`src/rtl/pipeline_pkg.sv`:
```
// pipeline_pkg: shared encodings for the EX-stage hazard controller
package pipeline_pkg;

    localparam int RA_W_DEF = 5;

    typedef enum logic [1:0] {
        ST_RUN   = 2'b00,
        ST_STALL = 2'b01,
        ST_FLUSH = 2'b10
    } state_t;

    typedef enum logic [1:0] {
        FWD_RF  = 2'b00,
        FWD_MEM = 2'b01,
        FWD_WB  = 2'b10
    } fwd_t;

endpackage

```
`src/rtl/ex_hazard_ctrl_if.sv`:
```
// ex_hazard_ctrl_if: pipeline-side signals seen and driven by the hazard controller
interface ex_hazard_ctrl_if
    import pipeline_pkg::*;
#(
    parameter int CNT_W = 16,
    parameter int RA_W  = RA_W_DEF
);
    logic             id_valid;
    logic [RA_W-1:0]  id_rs;
    logic [RA_W-1:0]  id_rt;
    logic             id_uses_rt;
    logic             ex_mem_read;
    logic             ex_reg_write;
    logic [RA_W-1:0]  ex_dst;
    logic             mem_reg_write;
    logic [RA_W-1:0]  mem_dst;
    logic             ex_branch;
    logic             ex_zero;
    logic             pc_write;
    logic             if_id_write;
    logic             id_ex_bubble;
    logic             if_id_flush;
    logic             pc_src_branch;
    logic [1:0]       fwd_a;
    logic [1:0]       fwd_b;
    logic [1:0]       state;
    logic [CNT_W-1:0] stall_cnt;
    logic [CNT_W-1:0] flush_cnt;

    modport master (
        output id_valid, id_rs, id_rt, id_uses_rt, ex_mem_read, ex_reg_write, ex_dst,
               mem_reg_write, mem_dst, ex_branch, ex_zero,
        input  pc_write, if_id_write, id_ex_bubble, if_id_flush, pc_src_branch,
               fwd_a, fwd_b, state, stall_cnt, flush_cnt
    );

    modport slave (
        input  id_valid, id_rs, id_rt, id_uses_rt, ex_mem_read, ex_reg_write, ex_dst,
               mem_reg_write, mem_dst, ex_branch, ex_zero,
        output pc_write, if_id_write, id_ex_bubble, if_id_flush, pc_src_branch,
               fwd_a, fwd_b, state, stall_cnt, flush_cnt
    );

endinterface

```
`src/rtl/fwd_select.sv`:
```
// fwd_select: forwarding source for one ID operand, EX writer wins over MEM writer
module fwd_select
    import pipeline_pkg::*;
#(
    parameter int RA_W = RA_W_DEF
) (
    input  logic [RA_W-1:0] operand_i,
    input  logic            ex_reg_write_i,
    input  logic [RA_W-1:0] ex_dst_i,
    input  logic            mem_reg_write_i,
    input  logic [RA_W-1:0] mem_dst_i,
    output logic [1:0]      sel_o
);

    // register 0 is hardwired, so a write to it never forwards
    always_comb begin
        sel_o = (ex_reg_write_i && ex_dst_i != '0 && ex_dst_i == operand_i)    ? FWD_MEM :
                (mem_reg_write_i && mem_dst_i != '0 && mem_dst_i == operand_i) ? FWD_WB  :
                                                                                 FWD_RF;
    end

endmodule

```
`src/rtl/ex_hazard_ctrl.sv`:
```
// ex_hazard_ctrl: load-use stall, taken-branch flush and forwarding-select control
module ex_hazard_ctrl
    import pipeline_pkg::*;
#(
    parameter int CNT_W = 16,
    parameter int RA_W  = RA_W_DEF
) (
    input logic           clk,
    input logic           rst_n,
    ex_hazard_ctrl_if.slave bus
);

    state_t           state_q, state_d;
    logic [1:0]       fwd_a_q, fwd_a_d, fwd_b_q, fwd_b_d;
    logic [1:0]       sel_a, sel_b;
    logic [CNT_W-1:0] stall_cnt_q, stall_cnt_d, flush_cnt_q, flush_cnt_d;
    logic             lu, taken_eff, lu_eff;
    logic             pc_write, if_id_write, id_ex_bubble, if_id_flush, pc_src_branch;

    fwd_select #(.RA_W(RA_W)) u_fwd_rs (
        .operand_i      (bus.id_rs),
        .ex_reg_write_i (bus.ex_reg_write),
        .ex_dst_i       (bus.ex_dst),
        .mem_reg_write_i(bus.mem_reg_write),
        .mem_dst_i      (bus.mem_dst),
        .sel_o          (sel_a)
    );

    fwd_select #(.RA_W(RA_W)) u_fwd_rt (
        .operand_i      (bus.id_rt),
        .ex_reg_write_i (bus.ex_reg_write),
        .ex_dst_i       (bus.ex_dst),
        .mem_reg_write_i(bus.mem_reg_write),
        .mem_dst_i      (bus.mem_dst),
        .sel_o          (sel_b)
    );

    // hazard qualification: FLUSH means EX holds a bubble (no branch), any non-RUN state masks load-use
    always_comb begin
        lu = bus.id_valid && bus.ex_mem_read && bus.ex_dst != '0 &&
             (bus.ex_dst == bus.id_rs || (bus.id_uses_rt && bus.ex_dst == bus.id_rt));
        taken_eff = bus.ex_branch && bus.ex_zero && state_q != ST_FLUSH;
        lu_eff    = lu && state_q == ST_RUN;
    end

    // state register; reset abandons any STALL/FLUSH in progress
    always_ff @(posedge clk or negedge rst_n) begin
        if (!rst_n) state_q <= ST_RUN;
        else        state_q <= state_d;
    end

    // next state: branch beats load-use, both STALL and FLUSH last one cycle
    always_comb begin
        state_d = taken_eff ? ST_FLUSH : lu_eff ? ST_STALL : ST_RUN;
    end

    // pipeline control outputs, all quiet while reset is held
    always_comb begin
        pc_write      = 1'b0;
        if_id_write   = 1'b0;
        id_ex_bubble  = 1'b0;
        if_id_flush   = 1'b0;
        pc_src_branch = 1'b0;
        if (rst_n) begin
            if (taken_eff) begin
                pc_write      = 1'b1;
                if_id_write   = 1'b1;
                id_ex_bubble  = 1'b1;
                if_id_flush   = 1'b1;
                pc_src_branch = 1'b1;
            end else if (lu_eff) begin
                id_ex_bubble  = 1'b1;
            end else begin
                pc_write      = 1'b1;
                if_id_write   = 1'b1;
            end
        end
    end

    // forwarding selects: cleared with a bubble, held while IF/ID is frozen
    always_comb begin
        fwd_a_d = id_ex_bubble ? FWD_RF : if_id_write ? sel_a : fwd_a_q;
        fwd_b_d = id_ex_bubble ? FWD_RF : if_id_write ? sel_b : fwd_b_q;
    end

    // saturating event counters: RUN->STALL edges and every entry into FLUSH
    always_comb begin
        stall_cnt_d = (state_q == ST_RUN && state_d == ST_STALL && !(&stall_cnt_q)) ?
                      stall_cnt_q + CNT_W'(1) : stall_cnt_q;
        flush_cnt_d = (state_d == ST_FLUSH && !(&flush_cnt_q)) ?
                      flush_cnt_q + CNT_W'(1) : flush_cnt_q;
    end

    // forwarding and statistics registers
    always_ff @(posedge clk or negedge rst_n) begin
        if (!rst_n) begin
            fwd_a_q     <= FWD_RF;
            fwd_b_q     <= FWD_RF;
            stall_cnt_q <= '0;
            flush_cnt_q <= '0;
        end else begin
            fwd_a_q     <= fwd_a_d;
            fwd_b_q     <= fwd_b_d;
            stall_cnt_q <= stall_cnt_d;
            flush_cnt_q <= flush_cnt_d;
        end
    end

    assign bus.pc_write      = pc_write;
    assign bus.if_id_write   = if_id_write;
    assign bus.id_ex_bubble  = id_ex_bubble;
    assign bus.if_id_flush   = if_id_flush;
    assign bus.pc_src_branch = pc_src_branch;
    assign bus.fwd_a         = fwd_a_q;
    assign bus.fwd_b         = fwd_b_q;
    assign bus.state         = state_q;
    assign bus.stall_cnt     = stall_cnt_q;
    assign bus.flush_cnt     = flush_cnt_q;

endmodule

```
`src/flat_wrapper.sv`:
```
// flat-port wrapper written by rule: the top's interface ports become plain ports
module ex_hazard_ctrl_flat import pipeline_pkg::*;
#(
    parameter int CNT_W = 16,
    parameter int RA_W  = RA_W_DEF
)
  (clk, rst_n, bus_id_valid, bus_id_rs, bus_id_rt, bus_id_uses_rt, bus_ex_mem_read, bus_ex_reg_write, bus_ex_dst, bus_mem_reg_write, bus_mem_dst, bus_ex_branch, bus_ex_zero, bus_pc_write, bus_if_id_write, bus_id_ex_bubble, bus_if_id_flush, bus_pc_src_branch, bus_fwd_a, bus_fwd_b, bus_state, bus_stall_cnt, bus_flush_cnt);
  ex_hazard_ctrl_if #(.CNT_W(CNT_W), .RA_W(RA_W)) bus_i ();
  input logic clk;
  input logic rst_n;
  input wire logic [$bits(bus_i.id_valid)-1:0] bus_id_valid;
  input wire logic [$bits(bus_i.id_rs)-1:0] bus_id_rs;
  input wire logic [$bits(bus_i.id_rt)-1:0] bus_id_rt;
  input wire logic [$bits(bus_i.id_uses_rt)-1:0] bus_id_uses_rt;
  input wire logic [$bits(bus_i.ex_mem_read)-1:0] bus_ex_mem_read;
  input wire logic [$bits(bus_i.ex_reg_write)-1:0] bus_ex_reg_write;
  input wire logic [$bits(bus_i.ex_dst)-1:0] bus_ex_dst;
  input wire logic [$bits(bus_i.mem_reg_write)-1:0] bus_mem_reg_write;
  input wire logic [$bits(bus_i.mem_dst)-1:0] bus_mem_dst;
  input wire logic [$bits(bus_i.ex_branch)-1:0] bus_ex_branch;
  input wire logic [$bits(bus_i.ex_zero)-1:0] bus_ex_zero;
  output wire logic [$bits(bus_i.pc_write)-1:0] bus_pc_write;
  output wire logic [$bits(bus_i.if_id_write)-1:0] bus_if_id_write;
  output wire logic [$bits(bus_i.id_ex_bubble)-1:0] bus_id_ex_bubble;
  output wire logic [$bits(bus_i.if_id_flush)-1:0] bus_if_id_flush;
  output wire logic [$bits(bus_i.pc_src_branch)-1:0] bus_pc_src_branch;
  output wire logic [$bits(bus_i.fwd_a)-1:0] bus_fwd_a;
  output wire logic [$bits(bus_i.fwd_b)-1:0] bus_fwd_b;
  output wire logic [$bits(bus_i.state)-1:0] bus_state;
  output wire logic [$bits(bus_i.stall_cnt)-1:0] bus_stall_cnt;
  output wire logic [$bits(bus_i.flush_cnt)-1:0] bus_flush_cnt;
  assign bus_i.id_valid = bus_id_valid;
  assign bus_i.id_rs = bus_id_rs;
  assign bus_i.id_rt = bus_id_rt;
  assign bus_i.id_uses_rt = bus_id_uses_rt;
  assign bus_i.ex_mem_read = bus_ex_mem_read;
  assign bus_i.ex_reg_write = bus_ex_reg_write;
  assign bus_i.ex_dst = bus_ex_dst;
  assign bus_i.mem_reg_write = bus_mem_reg_write;
  assign bus_i.mem_dst = bus_mem_dst;
  assign bus_i.ex_branch = bus_ex_branch;
  assign bus_i.ex_zero = bus_ex_zero;
  assign bus_pc_write = bus_i.pc_write;
  assign bus_if_id_write = bus_i.if_id_write;
  assign bus_id_ex_bubble = bus_i.id_ex_bubble;
  assign bus_if_id_flush = bus_i.if_id_flush;
  assign bus_pc_src_branch = bus_i.pc_src_branch;
  assign bus_fwd_a = bus_i.fwd_a;
  assign bus_fwd_b = bus_i.fwd_b;
  assign bus_state = bus_i.state;
  assign bus_stall_cnt = bus_i.stall_cnt;
  assign bus_flush_cnt = bus_i.flush_cnt;
  ex_hazard_ctrl #(.CNT_W(CNT_W), .RA_W(RA_W)) u_core (.clk(clk), .rst_n(rst_n), .bus(bus_i));
endmodule
```
`config.mk`:
```
export PLATFORM = sky130hd
export DESIGN_NAME = ex_hazard_ctrl_flat
export DESIGN_NICKNAME = d
export VERILOG_FILES = /design/src/rtl/pipeline_pkg.sv /design/src/rtl/ex_hazard_ctrl_if.sv /design/src/rtl/fwd_select.sv /design/src/rtl/ex_hazard_ctrl.sv /design/src/flat_wrapper.sv
export SDC_FILE = /design/constraint.sdc
export NUM_CORES = 1
export LEC_CHECK = 0
export ABC_AREA = 1
export ABC_CLOCK_PERIOD_IN_PS = 4300
export BUFFER_PORTS_ARGS = -buffer_cell sky130_fd_sc_hd__buf_4
export CAP_MARGIN = 25
export CORE_UTILIZATION = 57
export DETAILED_ROUTE_END_ITERATION = 12
export PLACE_DENSITY = 0.84
export SYNTH_ARGS = -nofsm -noshare
export SYNTH_HDL_FRONTEND = slang
export SYNTH_SLANG_ARGS = --single-unit
```
`constraint.sdc`:
```
create_clock -name clk -period 4.3 [get_ports clk]
set_input_delay 0.645 -clock clk [delete_from_list [all_inputs] [get_ports clk]]
set_output_delay 0.645 -clock clk [all_outputs]
set_load 0.05 [all_outputs]
```
Word-level counts from Yosys, hierarchy flattened
Cells that the tools add are included.
W data, S select, Z words.
{ "op_classes": {"addsub": 2, "reduce_logical": 25, "n_eq_ne": 7, "n_mux": 18} }
{ "ops": {"columns": ["operator", "n"], "rows": [
  ["$add A16 B1 Y16 const B", 2],
  ["$reduce_and A16 Y1", 2],
  ["$eq A5 B5 Y1", 4],
  ["$mux W2", 9],
  ["$logic_and A1 B1 Y1", 16],
  ["$reduce_bool A5 Y1", 2],
  ["$mux W1", 9],
  ["$eq A2 B1 Y1 const B", 1],
  ["$eq A2 B2 Y1 const B", 1],
  ["$logic_not A1 Y1", 2],
  ["$logic_not A2 Y1", 1],
  ["$ne A2 B2 Y1 const B", 1],
  ["$reduce_bool A2 Y1", 1],
  ["$logic_or A1 B1 Y1", 1]
]} }
{ "totals": {"out_inout_bits": 43, "ff_bits": 38} }

Logic depth before layout (Yosys ltp)
Gate-level depths: netlist of the first run.
{ "logic_depth": {"depth_word": 10, "mapped_depth": 10, "ltp_nobuf": 9} }

Cells and area by module
From an unflattened synthesis of the first run, not the netlist that was laid out.
{ "unflattened": {"hier_cells": 404, "hier_area_um2": 2778.9} }
{ "by_module_without_submodules": {"columns": ["mod", "area_each_um2", "n_inst", "cells_per_inst"], "rows": [
  ["ex_hazard_ctrl", 2351.0, 1, 304],
  ["fwd_select", 214.0, 2, 50]
]} }

Worst setup path after synthesis of the first run
OpenSTA, ideal clock, no wires.
{ "synth_path": {"path_type": "flip-flop to output port", "startpoint": "register u_core.state_q[0] (netlist: u_core.bus.state[0])", "endpoint": "output bus_id_ex_bubble", "path_slack_ns": 1.423, "arrival_time_ns": 2.232, "stages_incl_launch_ff": 6, "required_time_ns": 3.655, "cell_sequence": "dfrtp_1 o211ai_1 buf_2 nor2_1 inv_2 nand2_1"} }
{ "synth_via": {"elab_chain_cells": 5, "word_cells_on_any_way": 7, "cone_classes": "eq/ne (1); mux (3); reduce/logical (3)"} }
{ "synth_lines": {"columns": ["element", "line_no", "source"], "rows": [
  ["from (decl)", "ex_hazard_ctrl.sv:13", "state_t state_q, state_d;"],
  ["from (signal assigned)", "ex_hazard_ctrl.sv:49", "else state_q <= state_d;"],
  ["$logic_not A2 Y1", "ex_hazard_ctrl.sv:43", "lu_eff = lu && state_q == ST_RUN;"],
  ["$logic_and A1 B1 Y1", "ex_hazard_ctrl.sv:43", null],
  ["$mux W1", "ex_hazard_ctrl.sv:71", "end else if (lu_eff) begin"],
  ["$mux W1 *", "ex_hazard_ctrl.sv:65", "if (taken_eff) begin"],
  ["$mux W1 *", "ex_hazard_ctrl.sv:64", "if (rst_n) begin"],
  ["to (decl)", "flat_wrapper.sv:24", "output wire logic [$bits(bus_i.id_ex_bubble)-1:0] bus_id_ex_bubble;"]
]} }
Mark *: on every way between the ends. The rest lies on a longest branch, timed or not.

Worst setup path in the final report of the first run
{ "layout_path": {"startpoint": "input bus_ex_dst[3]", "endpoint": "output bus_id_ex_bubble"} }
{ "layout_via": {"elab_chain_cells": 8, "word_cells_on_any_way": 11, "cone_classes": "eq/ne (2); mux (3); reduce/logical (6)"} }
{ "layout_lines": {"columns": ["element", "line_no", "source"], "rows": [
  ["from (decl)", "flat_wrapper.sv:17", "input wire logic [$bits(bus_i.ex_dst)-1:0] bus_ex_dst;"],
  ["$eq A5 B5 Y1", "ex_hazard_ctrl.sv:41", "(bus.ex_dst == bus.id_rs || (bus.id_uses_rt && bus.ex_dst == bus.id_rt));"],
  ["$logic_and A1 B1 Y1", "ex_hazard_ctrl.sv:41", null],
  ["$logic_or A1 B1 Y1", "ex_hazard_ctrl.sv:41", null],
  ["$logic_and A1 B1 Y1 *", "ex_hazard_ctrl.sv:40", "lu = bus.id_valid && bus.ex_mem_read && bus.ex_dst != '0 &&"],
  ["$logic_and A1 B1 Y1 *", "ex_hazard_ctrl.sv:43", null],
  ["$mux W1 *", "ex_hazard_ctrl.sv:71", null],
  ["$mux W1 *", "ex_hazard_ctrl.sv:65", null],
  ["$mux W1 *", "ex_hazard_ctrl.sv:64", null]
]} }
Marked as above.

==> results of run 1 <==
-- per-layer routing --
layer / track usage / share of wire / wire, um / vias to the layer above
met5: 0 / 0 / 0 / -
met2: 0.521 / 0.51 / 3190 / 82
li1: - / - / - / 1242
met4: 0.133 / 0.026 / 162 / 0
met1: 0.320 / 0.41 / 2570 / 1179
met3: 0.0609 / 0.049 / 303 / 18
-- final cells by class --
cell class	instances	area, um2	share of cell area
clock buffers	5	68.8	0.0212
repair buffers	72	541	0.167
flip-flops and latches	38	951	0.294
well taps	50	62.6	0.0193
clock inverters	3	68.8	0.0212
multi-input cells	258	1410	0.436
inverters	36	135	0.0417
-- registers in the layout, indices dropped and copies added, names as in the netlist --
register and flops:
u_core.bus.flush_cnt 16, u_core.bus.fwd_a 2, u_core.bus.fwd_b 2, u_core.bus.stall_cnt 16, u_core.bus.state 2
-- how the worst max path moves through the flow --
stage / to / start / slack [ns]
2_1_floorplan: bus_id_ex_bubble / u_core.bus.state[0] / 1.42
3_3_place_gp: bus_id_ex_bubble / rst_n / 1.79
3_5_place_dp: bus_id_ex_bubble / rst_n / 1.73
4_1_cts: bus_id_ex_bubble / rst_n / 1.73
5_1_grt: bus_id_ex_bubble / rst_n / 1.56
6_report: bus_id_ex_bubble / bus_ex_dst[3] / 1.75
-- cells by family after synthesis --
group / Yosys count
DFF: 38
and+or+nand+nor: 198
buffers and inverters: 44
xor gates and xnor gates: 38
AOI/OAI and AO/OA: 20
adders and majority gates: 2
-- worst register-to-register path: cells and delay by family (launching register included) --
family / cells / cell delay, ns
AO/OA/AOI/OAI: 1 / 0.06
flip-flops: 1 / 0.49
adder cells (fa/ha/maj): 1 / 0.21
buffers and inverters: 1 / 0.21
AND/OR/NAND/NOR: 6 / 0.98
-- through the flow --
stage	hold slack (ns)	power [mW]	utilization	setup WS, ns	cells
2_1_floorplan	0.349	0.749	-	1.42	340
3_3_place_gp	0.486	0.885	0.748	1.79	454
3_5_place_dp	0.493	0.896	0.748	1.73	454
4_1_cts	0.357	1.26	0.782	1.73	462
5_1_grt	0.377	1.32	0.782	1.56	462
6_report	0.349	1.26	0.782	1.75	462
-- layout by cell type (no fill, tap or decap), drive strengths merged --
cell type,n
o211ai,1
clkinv,2
nor2,28
o21a,1
nand3b,1
xor2,22
xnor2,16
dfrtp,38
ha,2
inv,35
nand2,111
o21ai,13
buf,72
a31oi,1
nand3,16
nor3b,2
clkbuf,5
a21oi,4
nor3,13
nand4,27
bufinv,2
-- power by group through the flow --
stage	sequential [mW]	combinational (mW)	clock (mW)
5_1_grt	0.463	0.467	0.387
4_1_cts	0.457	0.435	0.372
2_1_floorplan	0.606	0.143	0
3_5_place_dp	0.463	0.432	0
6_report	0.457	0.433	0.368
3_3_place_gp	0.462	0.423	0
==> out/results.tsv, run 1 <==
metric	value	unit
outcome	completed	
synth warn	0	
multiplexer area fraction after synthesis	0	
CTS tree	yes	
Slew headroom	0.622	
Total GRT Usage	0.288	
Buf/Inv on CP	2	
vias per cell	5.46	
die footprint	4750	um2
Mapped Cells	340	
Post-Route Setup TNS	0	ns
hold_buf cts	0	
Final Cell Area	3240	um2
clock power share	0.293	
clk_skew	0.00749	ns
Synth area leaders	dfrtp_1, nand2_1, xor2_1, nand4_1, xnor2_1	
synth unique cells	35	
critical path depth	8	
ys async rst share	1.00	
area share of the largest cell type after synthesis	0.373	
DRC viols	0	
actual slew at the worst max-slew pin	0.568	ns
r2r worst-path depth	9	
Core Rows	23	
most used flip-flop cell after synthesis	dfrtp_1	
EDFF count, synth	0	
Seq/Total Area, Yosys	0.373	
xor and xnor area share after synthesis	0.130	
largest net degree at the start of global routing	48	
reg2reg start	u_core.bus.flush_cnt[0]	
Worst Path Max Fanout	4	
DP Area	3100	um2
vias in the first global route	2415	
final setup violation count	0	
Clock Path Buffers	2	
worst path cell trace	buf_4 -> xor2_1 -> nor2_1 -> nand3_2 -> nand2_2 -> nand3_1 -> nand2_1 -> buf_4	
number of fill cells in the layout	335	
Mapped Area	2550	um2
initial antenna violation count	0	
TritonCTS Buffers	5	
P_leak	1.66	nW
GPL Wtd Cong	0.823	
adder-cell share of the synthesized area	0.00981	
Worst setup EP type	output port	
main combinational cell family by area after synthesis	simple AND/OR/NAND/NOR gates	
Yosys reg bits	38	
Root Buffer	clkbuf_8	
highest clock rate	0.392	GHz
PortBufs	71	
Clock Sinks	38	
area leader, netlist	dfrtp_1	
Internal Pwr Total	0.767	mW
syn nets	371	
CP Data Required Time	3.65	ns
Post-CTS Resized	0	
CTS clk-pin slew, worst paths	0.08	ns
nets	442	
max cap viols	0	
RSZ-0062 raised after global routing	no	
RR Endpoint	u_core.bus.flush_cnt[15]	
simple-gate share of the synthesized area	0.367	
H-Tree Depth	2	
slowest stage cell, crit path	buf_4	
Final Max Tran Viols	0	
Final period util	0.594	
initial core utilization	0.616	
Most common cell on crit path	buf_4	
power density over the cells	388	nW/um2
Hold Violations, Final	0	
die height	68.9	um
switch share	0.390	
Sequential Power Share	0.363	
Top Ports	72	
Antenna Cells	0	
Startpoint Class	primary input	
1st-iter DRT viols	132	
share of cells above drive strength 1	0.252	
Routed Antenna Nets	0	
Post-synth top cells	nand2_1, dfrtp_1, inv_1, nand4_1, nor2_1	
CP peak stage delay	0.22	ns
Die W	68.9	um
first-pass GRT wire length	10.2	mm
most frequent cell after synthesis	nand2_1	
HP Class	in -> async	
syn avg cell area	7.50	um2
DP Wirelength	4.53	mm
WS Path Type	in -> out	
later-pin clock latency in the skew report	0.29	ns
Routed wire per std cell	13.5	um
post-CTS setup buffers	0	
via count	2521	
Detailed Routing Iterations Pass 1	4	
core box area	4140	um2
post-synthesis compound-gate area fraction	0.0461	
Final min period	2.55	ns
largest delay contributor family on the critical path	simple AND/OR/NAND/NOR gates	
WL final	6.23	mm
maximum VDD drop	0.374	mV
GRT overflow	0	
Net Sw Power	0.491	mW
area growth from synthesis to layout	27.0	%
internal reg-to-reg setup slack	2.27	ns
Combinational Power Share	0.344	
Critical Path AT	1.91	ns
Note: power is estimated with default switching activity, not from simulation.
==> run 2, diff against run 1 <==
Settings changed: ABC_CLOCK_PERIOD_IN_PS 4300 to 2300, CORE_UTILIZATION 57 to 47, PLACE_DENSITY 0.84 to 0.74.
Clock period 4.3 ns to 2.3 ns, I/O delays scaled along.
==> out/results.tsv, run 2 (same netlist as run 1, synthesis figures left out) <==
metric	value	unit	change
Root Buffer	clkbuf_8		unchanged
internal reg-to-reg setup slack	0.36	ns	was 2.27 ns
Total GRT Usage	0.233		was 0.288
RR Endpoint	u_core.bus.flush_cnt[15]		unchanged
Clock Sinks	38		unchanged
Design Power	2.17	mW	was 1.26 mW
Hold Violations, Final	0		unchanged
clk_skew	0.00967	ns	was 0.00749 ns
die height	75.7	um	was 68.9 um
DRC viols	0		unchanged
HP Class	in -> async		unchanged
met2 routed WL	3.12	mm	was 3.19 mm
first-pass GRT wire length	10.1	mm	was 10.2 mm
later-pin clock latency in the skew report	0.29	ns	about the same
actual slew at the worst max-slew pin	0.446	ns	was 0.568 ns
routed wl met3	321	um	was 303 um
Final period util	0.897		
die footprint	5730	um2	was 4750 um2
Post-CTS Resized	0		unchanged
post-CTS setup buffers	0		unchanged
largest net degree at the start of global routing	22		was 48
Post-Route Setup TNS	0	ns	unchanged
Most common cell on crit path	buf_4		unchanged
Slew headroom	0.700		was 0.622
P_leak	1.66	nW	about the same
CP Data Required Time	1.96	ns	was 3.65 ns
initial core utilization	0.493		was 0.616
initial antenna violation count	0		unchanged
Worst setup EP type	output port		unchanged
Core Rows	26		was 23
outcome	completed		unchanged
worst path cell trace	dlygate4sd3_1 -> buf_4 -> buf_4 -> o21ai_1 -> inv_1 -> buf_4		was buf_4 -> xor2_1 -> nor2_1 -> nand3_2 -> nand2_2 -> nand3_1 -> nand2_1 -> buf_4
most common cell after layout, fill and taps aside	nand2_1		unchanged
Final Max Tran Viols	0		unchanged
Clock Path Buffers	2		unchanged
Routed Antenna Nets	0		unchanged
maximum VDD drop	0.712	mV	was 0.374 mV
WL final	6.28	mm	was 6.23 mm
1st-iter DRT viols	137		was 132
Top Ports	72		unchanged
wire length on met1	2.74	mm	was 2.57 mm
GPL Wtd Cong	0.821		was 0.823
Startpoint Class	primary input		unchanged
max cap viols	0		unchanged
via count	2498		was 2521
top routing layer used	met4		unchanged
DP Wirelength	4.69	mm	was 4.53 mm
share of cells above drive strength 1	0.260		was 0.252
H-Tree Depth	2		unchanged
Worst setup startpoint	rst_n		was bus_ex_dst[3]
Routed wire per std cell	12.9	um	was 13.5 um
TritonCTS Buffers	5		unchanged
WS Path Type	in -> out		unchanged
nets	446		was 442
highest clock rate	0.485	GHz	
vias per cell	5.14		was 5.46
Antenna Cells	0		unchanged
core box area	5170	um2	was 4140 um2
CP Capture Point	bus_pc_write		was bus_id_ex_bubble
Detailed Routing Iterations Pass 1	4		unchanged
CP peak stage delay	0.53	ns	was 0.22 ns
Critical Path AT	1.72	ns	was 1.91 ns
GRT overflow	0		unchanged
CTS tree	yes		unchanged
r2r worst-path depth	8		was 9
area growth from synthesis to layout	27.9	%	was 27.0%
reg2reg start	u_core.bus.flush_cnt[0]		unchanged
final setup violation count	0		unchanged
CTS clk-pin slew, worst paths	0.09	ns	was 0.08 ns
Final min period	2.06	ns	
most frequent cells in the layout	nand2_1, buf_4, dfrtp_1		unchanged
PortBufs	71		unchanged
Worst Path Max Fanout	15		was 4
vias in the first global route	2283		was 2415
slowest stage cell, crit path	dlygate4sd3_1		was buf_4
Die W	75.7	um	was 68.9 um
power density over the cells	664	nW/um2	was 388 nW/um2
RSZ-0062 raised after global routing	no		unchanged
run 2: power breakdown:
group	switching (mW)	leakage [nW]	internal (mW)
clock	0.256	0.0472	0.241
sequential	0.107	0.507	0.750
combinational	0.559	1.11	0.253
total	0.922	1.66	1.24
run 2: metal layers:
layer  vias up  GRT usage
met1      1172      0.296
li1       1248          -
met5         -          0
met4         0     0.0782
met3         8     0.0503
met2        70      0.396
run 2: worst min-delay path by stage:
stage          startpoint                       to  slack, ns  depth (start not counted)
2_1_floorplan       rst_n  u_core.bus.flush_cnt[0]       0.05                          0
3_3_place_gp        rst_n  u_core.bus.stall_cnt[8]       0.19                          1
3_5_place_dp        rst_n  u_core.bus.stall_cnt[8]       0.19                          1
4_1_cts             rst_n  u_core.bus.stall_cnt[8]       0.42                          2
5_1_grt             rst_n  u_core.bus.stall_cnt[8]       0.42                          2
6_report            rst_n  u_core.bus.stall_cnt[8]       0.42                          2
run 2: worst max-delay path: cells and delay by family:
kind | cells | cell delay [ns]
buffers and inverters | 5 | 1.27
AOI/OAI and AO/OA | 1 | 0.09
run 2: repair_timing:
action | CTS | global route
hold buffers | 1 | 0
hold endpoints to repair | 6 | 0
setup endpoints to repair | 0 | 0
run 2: area by class of cell:
| type | count | area [um2] |
|---|---|---|
| clock inverter | 2 | 12.5 |
| clock buffer | 6 | 82.6 |
| tap | 70 | 87.6 |
| sequential | 38 | 951 |
| inverter | 36 | 135 |
| multi-input combinational | 258 | 1420 |
| fill | 469 | 1910 |
| timing repair buffer | 76 | 573 |
run 2: through the flow:
step | setup WS, ns | util | area, um2 | hold slack [ns] | std cells
3_5_place_dp | 0.373 | 0.610 | 3160 | 0.189 | 477
6_report | 0.237 | 0.631 | 3260 | 0.418 | 486
4_1_cts | 0.218 | 0.631 | 3260 | 0.421 | 486
3_3_place_gp | 0.408 | 0.610 | 3160 | 0.188 | 477
2_1_floorplan | 0.182 | - | 2560 | 0.0494 | 340
5_1_grt | 0.147 | 0.631 | 3260 | 0.421 | 486
==> run 3, diff against run 2 <==
Settings changed: ABC_CLOCK_PERIOD_IN_PS 2300 to 1780.
Clock period 2.3 ns to 1.78 ns, I/O delays scaled along.
==> out/results.tsv, run 3 (same netlist as run 1, synthesis figures left out) <==
metric	value	unit	change
Hold Violations, Final	0		unchanged
vias per cell	5.09		was 5.14
Antenna Cells	0		unchanged
DP Wirelength	4.69	mm	about the same
WL final	6.42	mm	was 6.28 mm
Inst Count DP	483		was 477
reg2reg start	u_core.bus.stall_cnt[0]		was u_core.bus.flush_cnt[0]
outcome	completed		unchanged
Detailed Routing Iterations Pass 1	4		unchanged
CTS tree	yes		unchanged
RSZ-0062 raised after global routing	yes		was no
Slew headroom	0.709		was 0.700
Clock Sinks	38		unchanged
post-route insts no fill	498		was 486
initial antenna violation count	0		unchanged
CTS clk-pin slew, worst paths	0.08	ns	was 0.09 ns
power density over the cells	905	nW/um2	was 664 nW/um2
largest net degree at the start of global routing	20		was 22
core box area	5170	um2	unchanged
RR Endpoint	u_core.bus.stall_cnt[10]		was u_core.bus.flush_cnt[15]
Routed wire per std cell	12.9	um	about the same
die footprint	5730	um2	unchanged
GRT overflow	0		unchanged
die height	75.7	um	unchanged
Root Buffer	clkbuf_8		unchanged
Critical Path AT	1.49	ns	was 1.72 ns
TritonCTS Buffers	5		unchanged
highest clock rate	0.568	GHz	
share of cells above drive strength 1	0.322		was 0.260
via count	2533		was 2498
vias in the first global route	2363		was 2283
later-pin clock latency in the skew report	0.30	ns	was 0.29 ns
number of fill cells in the layout	433		was 469
CP Data Required Time	1.51	ns	was 1.96 ns
HP Class	in -> async		unchanged
r2r worst-path depth	9		was 8
Startpoint Class	flop		was primary input
actual slew at the worst max-slew pin	0.436	ns	was 0.446 ns
maximum VDD drop	0.871	mV	was 0.712 mV
Total GRT Usage	0.237		was 0.233
initial core utilization	0.493		unchanged
Routed Antenna Nets	0		unchanged
1st-iter DRT viols	91		was 137
most common cell after layout, fill and taps aside	nand2_1		unchanged
max cap viols	0		unchanged
DP Area	3260	um2	was 3160 um2
first-pass GRT wire length	10.2	mm	was 10.1 mm
internal reg-to-reg setup slack	0.15	ns	was 0.36 ns
Clock Path Buffers	2		unchanged
most frequent cells in the layout	nand2_1, buf_4, dfrtp_1		unchanged
Top Ports	72		unchanged
Worst setup EP type	output port		unchanged
Worst Path Max Fanout	3		was 15
clk_skew	0.00637	ns	was 0.00967 ns
Die W	75.7	um	unchanged
Final Max Tran Viols	0		unchanged
area growth from synthesis to layout	37.7	%	was 27.9%
DRC viols	0		unchanged
final setup violation count	0		unchanged
Final period util	0.990		
H-Tree Depth	2		unchanged
GPL Wtd Cong	0.860		was 0.821
Core Rows	26		unchanged
WS Path Type	reg -> out		was in -> out
nets	458		was 446
P_leak	1.74	nW	was 1.66 nW
Post-Route Setup TNS	0	ns	unchanged
Final min period	1.76	ns	
Final Cell Area	3510	um2	was 3260 um2
PortBufs	71		unchanged
[run 3: cell count changes in the layout (fill, tap and decap cells not counted), sizes merged]
cell         change
buf             +10
bufinv           +2
clkinv           -1
clkinvlp         -1
dlygate4sd3      +1
nand4            +1
[run 3: worst max path at each step]
stage | cells after the start | to | slack (ns) | start
floorplan | 6 | bus_id_ex_bubble | -0.0007 | u_core.bus.state[1]
CTS | 8 | bus_id_ex_bubble | -0.006 | u_core.bus.state[1]
global route | 6 | bus_if_id_write | -0.09 | u_core.bus.state[0]
detailed placement | 11 | bus_if_id_write | 0.11 | bus_id_rt[0]
finish | 8 | bus_id_ex_bubble | 0.02 | u_core.bus.state[1]
global placement | 11 | bus_pc_write | 0.13 | bus_id_rt[0]
[run 3: where the power goes]
| group | internal [mW] | leakage (nW) | switching (mW) |
|---|---|---|---|
| Clock | 0.598 | 0.0714 | 0.326 |
| Sequential | 0.981 | 0.490 | 0.135 |
| Combinational | 0.376 | 1.18 | 0.762 |
| Total | 1.95 | 1.74 | 1.22 |
[run 3: cell type report]
cell class / instances / area (um2) / share of cell area
Tap cell: 70 / 87.6 / 0.0249
Inverter: 36 / 135 / 0.0385
Clock buffer: 6 / 82.6 / 0.0235
Clock inverter: 2 / 60.1 / 0.0171
Sequential cell: 38 / 966 / 0.275
Multi-Input combinational cell: 259 / 1490 / 0.424
Timing Repair Buffer: 87 / 693 / 0.197
[run 3: through the flow]
step	hold WS [ns]	total power, mW	worst slack, ns	util
3_3_place_gp	0.140	2.22	0.130	0.631
2_1_floorplan	-0.0286	1.86	-0.000728	-
5_1_grt	0.0402	3.33	-0.0875	0.679
6_report	0.0104	3.18	0.0184	0.679
3_5_place_dp	0.142	2.24	0.110	0.631
4_1_cts	0.0212	3.19	-0.00615	0.672
[run 3: repair_timing]
action	4_1_cts	5_1_grt
hold buffers	2	0
resized for setup	6	6
cloned	0	1
buffers inserted	6	0
pin swaps	2	5
endpoints found under the setup margin	3	22
hold endpoints to repair	10	0
[run 3: worst max-delay path, cell delays in order, from the launching register on]
cell      delay [ns]
dfrtp_2         0.41
inv_2           0.06
o211ai_1        0.07
buf_4           0.16
buf_6           0.11
nor2_4          0.11
inv_2           0.07
nand2_4         0.06
buf_8           0.14
[run 3: metal layers]
layer	track usage	vias to the layer above	wire length, um
li1	-	1283	-
met1	0.290	1173	2760
met2	0.415	66	3240
met3	0.0463	11	320
met4	0.0905	0	95
met5	0	-	0
